--- src/rtl/booth_divider.sv ---
// Sequential signed divider: non-restoring shift/add-subtract on an A:Q pair,
// one quotient bit per clock plus one sign/remainder correction cycle.
module booth_divider #(
    parameter int WIDTH = 16
) (
    input  logic             clk,
    input  logic             rst_n,
    input  logic             start,
    input  logic [WIDTH-1:0] in1,
    input  logic [WIDTH-1:0] in2,
    output logic [WIDTH-1:0] quotient,
    output logic [WIDTH-1:0] remainder,
    output logic             done,
    output logic             busy,
    output logic             div_by_zero,
    output logic             overflow
);

    typedef enum logic [1:0] {IDLE, ITER, FIX, DONE} state_t;

    localparam int CW = $clog2(WIDTH + 1);
    localparam logic [WIDTH-1:0] MOST_NEG = {1'b1, {(WIDTH-1){1'b0}}};

    state_t           state, state_next;
    logic [WIDTH:0]   a, a_sh, a_new, a_fix;
    logic [WIDTH-1:0] q, q_new, m, abs1, abs2, rem_mag;
    logic [CW-1:0]    count;
    logic             sign_q, sign_r, dz_pend, ovf_pend;

    assign abs1 = in1[WIDTH-1] ? -in1 : in1;
    assign abs2 = in2[WIDTH-1] ? -in2 : in2;

    // A's sign decides subtract vs add; A is sized so 2A never overflows.
    always_comb begin
        a_sh    = {a[WIDTH-1:0], q[WIDTH-1]};
        a_new   = a[WIDTH] ? a_sh + {1'b0, m} : a_sh - {1'b0, m};
        q_new   = {q[WIDTH-2:0], ~a_new[WIDTH]};
        a_fix   = a[WIDTH] ? a + {1'b0, m} : a;
        rem_mag = dz_pend ? q : a_fix[WIDTH-1:0];
    end

    always_comb begin
        // NOTE: default first so every path assigns state_next and no latch is inferred.
        state_next = state;
        case (state)
            IDLE, DONE: if (start) state_next = (in2 == '0) ? FIX : ITER;
            ITER:       if (count == CW'(1)) state_next = FIX;
            FIX:        state_next = DONE;
            default:    state_next = IDLE;
        endcase
    end

    // NOTE: sequential state uses non-blocking assignments so all registers update together.
    always_ff @(posedge clk or negedge rst_n) begin
        if (!rst_n) state <= IDLE;
        else        state <= state_next;
    end

    always_ff @(posedge clk or negedge rst_n) begin
        if (!rst_n) begin
            a           <= '0;
            q           <= '0;
            m           <= '0;
            count       <= '0;
            sign_q      <= 1'b0;
            sign_r      <= 1'b0;
            dz_pend     <= 1'b0;
            ovf_pend    <= 1'b0;
            quotient    <= '0;
            remainder   <= '0;
            done        <= 1'b0;
            busy        <= 1'b0;
            div_by_zero <= 1'b0;
            overflow    <= 1'b0;
        end else begin
            case (state)
                IDLE, DONE: begin
                    if (start) begin
                        a           <= '0;
                        q           <= abs1;
                        m           <= abs2;
                        count       <= CW'(WIDTH);
                        sign_q      <= in1[WIDTH-1] ^ in2[WIDTH-1];
                        sign_r      <= in1[WIDTH-1];
                        dz_pend     <= (in2 == '0);
                        ovf_pend    <= (in1 == MOST_NEG) && (in2 == '1);
                        busy        <= 1'b1;
                        done        <= 1'b0;
                        div_by_zero <= 1'b0;
                        overflow    <= 1'b0;
                    end
                end
                ITER: begin
                    a     <= a_new;
                    q     <= q_new;
                    count <= count - CW'(1);
                end
                FIX: begin
                    // Divide-by-zero reuses Q (= |in1|) so the remainder restores in1.
                    a           <= a_fix;
                    quotient    <= dz_pend ? '1 : (sign_q ? -q : q);
                    remainder   <= sign_r ? -rem_mag : rem_mag;
                    busy        <= 1'b0;
                    done        <= 1'b1;
                    div_by_zero <= dz_pend;
                    overflow    <= ovf_pend;
                end
                default: ;
            endcase
        end
    end

endmodule

--- config.mk ---
export PLATFORM = sky130hd
export DESIGN_NAME = booth_divider
export DESIGN_NICKNAME = d
export VERILOG_FILES = /design/src/rtl/booth_divider.sv
export SDC_FILE = /design/constraint.sdc
export NUM_CORES = 1
export LEC_CHECK = 0
export ABC_AREA = 1
export BUFFER_PORTS_ARGS = -buffer_cell sky130_fd_sc_hd__buf_2
export CORE_MARGIN = 1
export CORE_UTILIZATION = 55
export CTS_CLUSTER_DIAMETER = 60
export CTS_CLUSTER_SIZE = 8
export DETAILED_ROUTE_END_ITERATION = 10
export GPL_TIMING_DRIVEN = 1
export PLACE_DENSITY = 0.75
export SYNTH_ARGS = -nofsm -noshare
export SYNTH_HDL_FRONTEND = slang
export SYNTH_SLANG_ARGS = --single-unit
--- constraint.sdc ---
create_clock -name clk -period 3.5 [get_ports clk]
set_input_delay 0.175 -clock clk [delete_from_list [all_inputs] [get_ports clk]]
set_output_delay 0.175 -clock clk [all_outputs]
set_load 0.02 [all_outputs]
==> run_results.csv <==
group,metric,value,unit
floorplan,initial_core_util,0.563,
clock_network,post_cts_buffers,0,
layout,area_delta_synth_final,10.6,%
worst_setup_path,critPathRequiredTime,3.73,ns
drt,antenna_left,0,
power,ir_drop,0.652,mV
clock_network,clock_latency,0.36,ns
run,cap_violations,0,
grt,grt_max_degree,41,
synthesis,syn_area,0.00779,mm²
layout,drive_gt1_frac,0.135,
drt,routed_wl,22400,µm
synthesis,synth_seq_cells,96,
worst_setup_path,cp-end-kind,"flip-flop",
timing,tightestPinTransition,0.702,ns
timing,max_freq,0.329,GHz
timing,holdWs,0.151,ns
worst_setup_path,cpPeakStageDelay,0.45,ns
worst_setup_path,crit_type,"reg2reg",
synthesis,ys_warn_count,0,
drt,vias,7960,
clock_network,cts_htree_levels,3,
grt,grt_pass1_vias,7048,
grt,grt_overflow,0,
drt,avgViaCountPerCell,5.73,
timing,slew_headroom,0.530,
worst_setup_path,cp_slowest_cell,"fa_1",
floorplan,fp.dieH,121,µm
layout,utilization,0.623,
synthesis,yosysSeqAreaShare,0.308,
synthesis,async_reset_ff_frac,1.00,
timing,hold_violations,0,
clock_network,cts_tree,"built",
layout,final_nets,1284,
worst_setup_path,crit_fanout,4,
power,p_leak,0.00438,µW
floorplan,fp.coreArea,0.0138,mm²
worst_setup_path,crit_family,"simple AND/OR/NAND/NOR gates",
outcome,status,"finished clean",
min_path,hp-class,"in2reg",
grt,gr-usage-all-layers,0.318,
clock_network,cts_made_buffers,9,
clock_network,clkTransAtPathRegs,0.07,ns
worst_setup_path,critPathBufInv,2,
floorplan,dieArea,0.0146,mm²
place,io_buffers,70,
grt,grt_pass1_wl,35900,µm
synthesis,ys_types,52,
synthesis,synth_edf_count,0,
clock_network,clock-sinks,96,
synthesis,postSynthCellCount,1142,
timing,finalSetupTns,0,ns
place,dpl.hpwl,17300,µm
worst_setup_path,worst_path_most_repeated_cell,"nand2_1",
timing,final.period_utilization,0.868,
synthesis,syn-num-nets,1221,
layout,fillers,1299,
timing,fin_crit,3.04,ns
worst_setup_path,crit_arrival,3.27,ns
timing,drv_slew,0,
timing,setup_viol,0,
timing,rsz0062_at_grt,"no",
worst_setup_path,path_cells,"inv_1, ha_1, nand2_1, o21ai_0, fa_1, nand2_1, nand2_1, nand2_1, nand2_1, nand2_1, nand2_1, a21oi_1, o21ai_1, inv_1, nor2_1, nor2_1, nand2_1, nand3_1, nand2_1, nand2_1, o21ai_1",
synthesis,syn_avg_cell_area,6.82,µm²
worst_setup_path,start_kind,"flip-flop",
drt,first_pass_iters,6,
clock_network,root_buffer,"clkbuf_16",
power,p_per_area,1020,mW/mm²
drt,post_drt_wl_per_cell,16.1,µm
clock_network,clockBufferDepth,2,
place,place_congestion,1.01,
timing,finalClockSkew,0.00923,ns
drt,drtIter0Drc,754,
floorplan,io-pin-count,71,
power,power.total,8750,µW
grt,antenna_found_initial,0,
synthesis,synthFlopType,"dfrtp_1",
floorplan,rows,43,
drt,remaining_drc_errors,0,
layout,antenna_cells,0,
floorplan,die_w,121,µm
[sequential cells by signal, summed over array words and instances, names as in the netlist]
signal and flops:
sign_r 1, overflow 1, done 1, dz_pend 1, remainder 16, div_by_zero 1, state 2, a 17
ovf_pend 1, quotient 16, q 16, m 16, count 5, busy 1, sign_q 1
[synthesized netlist by cell type, types with 4 or more instances]
master	count	area, µm²
nor3_2	4	40.0
inv_2	13	48.8
nor2_1	100	375
a21oi_1	50	250
nand2_2	14	87.6
nor3_1	20	100
o21ai_0	79	395
clkinv_1	4	15.0
o221ai_1	13	114
nor2_2	8	50.1
nand2_1	309	1160
nand3_2	6	60.1
inv_1	119	447
ha_1	42	526
o21ai_1	12	60.1
or2_2	10	62.6
nand3_1	89	445
buf_2	5	25.0
xnor2_1	14	123
buf_4	4	30.0
nand4_1	13	81.3
o31ai_1	4	30.0
xor2_1	27	236
clkbuf_1	20	75.1
a31oi_1	16	100
nor4_1	6	37.5
dfrtp_1	96	2400
[cell type report]
type / instances / area, µm² / share of cell area
sequential: 96 / 2400 / 0.279
timing repair buffer: 85 / 468 / 0.0543
clock inverter: 4 / 36.3 / 0.00421
tap: 180 / 225 / 0.0261
multi-input combinational: 877 / 4730 / 0.549
clock buffer: 12 / 246 / 0.0286
inverter: 136 / 510 / 0.0593
[worst register-to-register path, stage by stage (launching register included)]
cell	delay [ns]
dfrtp_1	0.43
inv_1	0.15
ha_1	0.25
nand2_1	0.06
o21ai_0	0.15
fa_1	0.45
nand2_1	0.10
nand2_1	0.05
nand2_1	0.05
nand2_1	0.08
nand2_1	0.06
nand2_1	0.05
a21oi_1	0.28
o21ai_1	0.14
inv_1	0.10
nor2_1	0.06
nor2_1	0.09
nand2_1	0.06
nand3_1	0.11
nand2_1	0.07
nand2_1	0.06
o21ai_1	0.05
[kinds of logic after synthesis]
kind of cell,synth area share
AOI/OAI and AO/OA,0.153
xor gates and xnor gates,0.0461
adders and majority gates,0.0726
buffers and inverters,0.0853
DFF,0.308
and+or+nand+nor,0.335
[placed cells by master (no fill, tap or decap), types with 3 or more instances in the layout]
| cell type | instances |
|---|---|
| o32ai_1 | 3 |
| o21ai_1 | 12 |
| a21oi_1 | 50 |
| xor2_1 | 27 |
| nand2_1 | 309 |
| inv_2 | 13 |
| nor4_1 | 6 |
| o21bai_1 | 3 |
| nor2_1 | 100 |
| o41ai_1 | 3 |
| clkinv_1 | 4 |
| dfrtp_1 | 96 |
| inv_1 | 119 |
| or2_1 | 3 |
| nand3_1 | 89 |
| nand3_2 | 6 |
| ha_1 | 42 |
| a31oi_1 | 16 |
| nor3_2 | 5 |
| nor3_1 | 19 |
| nand2_2 | 14 |
| and2_1 | 3 |
| buf_4 | 15 |
| xnor2_1 | 14 |
| o21ai_0 | 79 |
| o22ai_1 | 3 |
| o221ai_1 | 13 |
| buf_2 | 69 |
| clkbuf_16 | 9 |
| o311ai_0 | 3 |
| nor2_2 | 8 |
| o31ai_1 | 4 |
| or2_2 | 10 |
| nand4_1 | 13 |
[timing repair]
item	4_1_cts	5_1_grt
endpoints found under the setup margin	0	2
resized for setup	0	1
hold buffers	1	0
hold endpoints to repair	38	0
[where the power goes]
group | switching (µW) | internal, µW
combinational | 3660 | 1910
sequential | 588 | 1610
clock | 465 | 512
total | 4710 | 4040
[per-stage QoR]
| step | setup WS (ns) | std cells | area [µm²] |
|---|---|---|---|
| 3_5_place_dp | 0.488 | 1373 | 8320 |
| 2_1_floorplan | 0.653 | 1142 | 7790 |
| 3_3_place_gp | 0.588 | 1373 | 8320 |
| 5_1_grt | 0.0839 | 1390 | 8620 |
| 4_1_cts | 0.457 | 1390 | 8610 |
| 6_report | 0.462 | 1390 | 8620 |
[per-layer routing]
metal,GRT usage,wire [µm]
met1,0.452,10200
met2,0.476,9590
met3,0.0484,1750
met4,0.137,816
met5,0,0
[final timing paths]
path | slack (ns) | startpoint | depth (start not counted) | end
worst max-delay path | 0.46 | m[1]$_DFFE_PN0P_ | 21 | a[16]$_DFFE_PN0P_
worst min register to register | 0.48 | remainder[14]$_DFFE_PN0P_ | 2 | remainder[14]$_DFFE_PN0P_
worst min-delay path | 0.15 | in1[12] | 4 | ovf_pend$_DFFE_PN0P_
min in group asynchronous | 0.33 | rst_n | 2 | quotient[1]$_DFFE_PN0P_
max in group asynchronous | 2.33 | rst_n | 3 | a[15]$_DFFE_PN0P_
worst max register to register | 0.46 | m[1]$_DFFE_PN0P_ | 21 | a[16]$_DFFE_PN0P_
(Power assumes the default switching activity.)
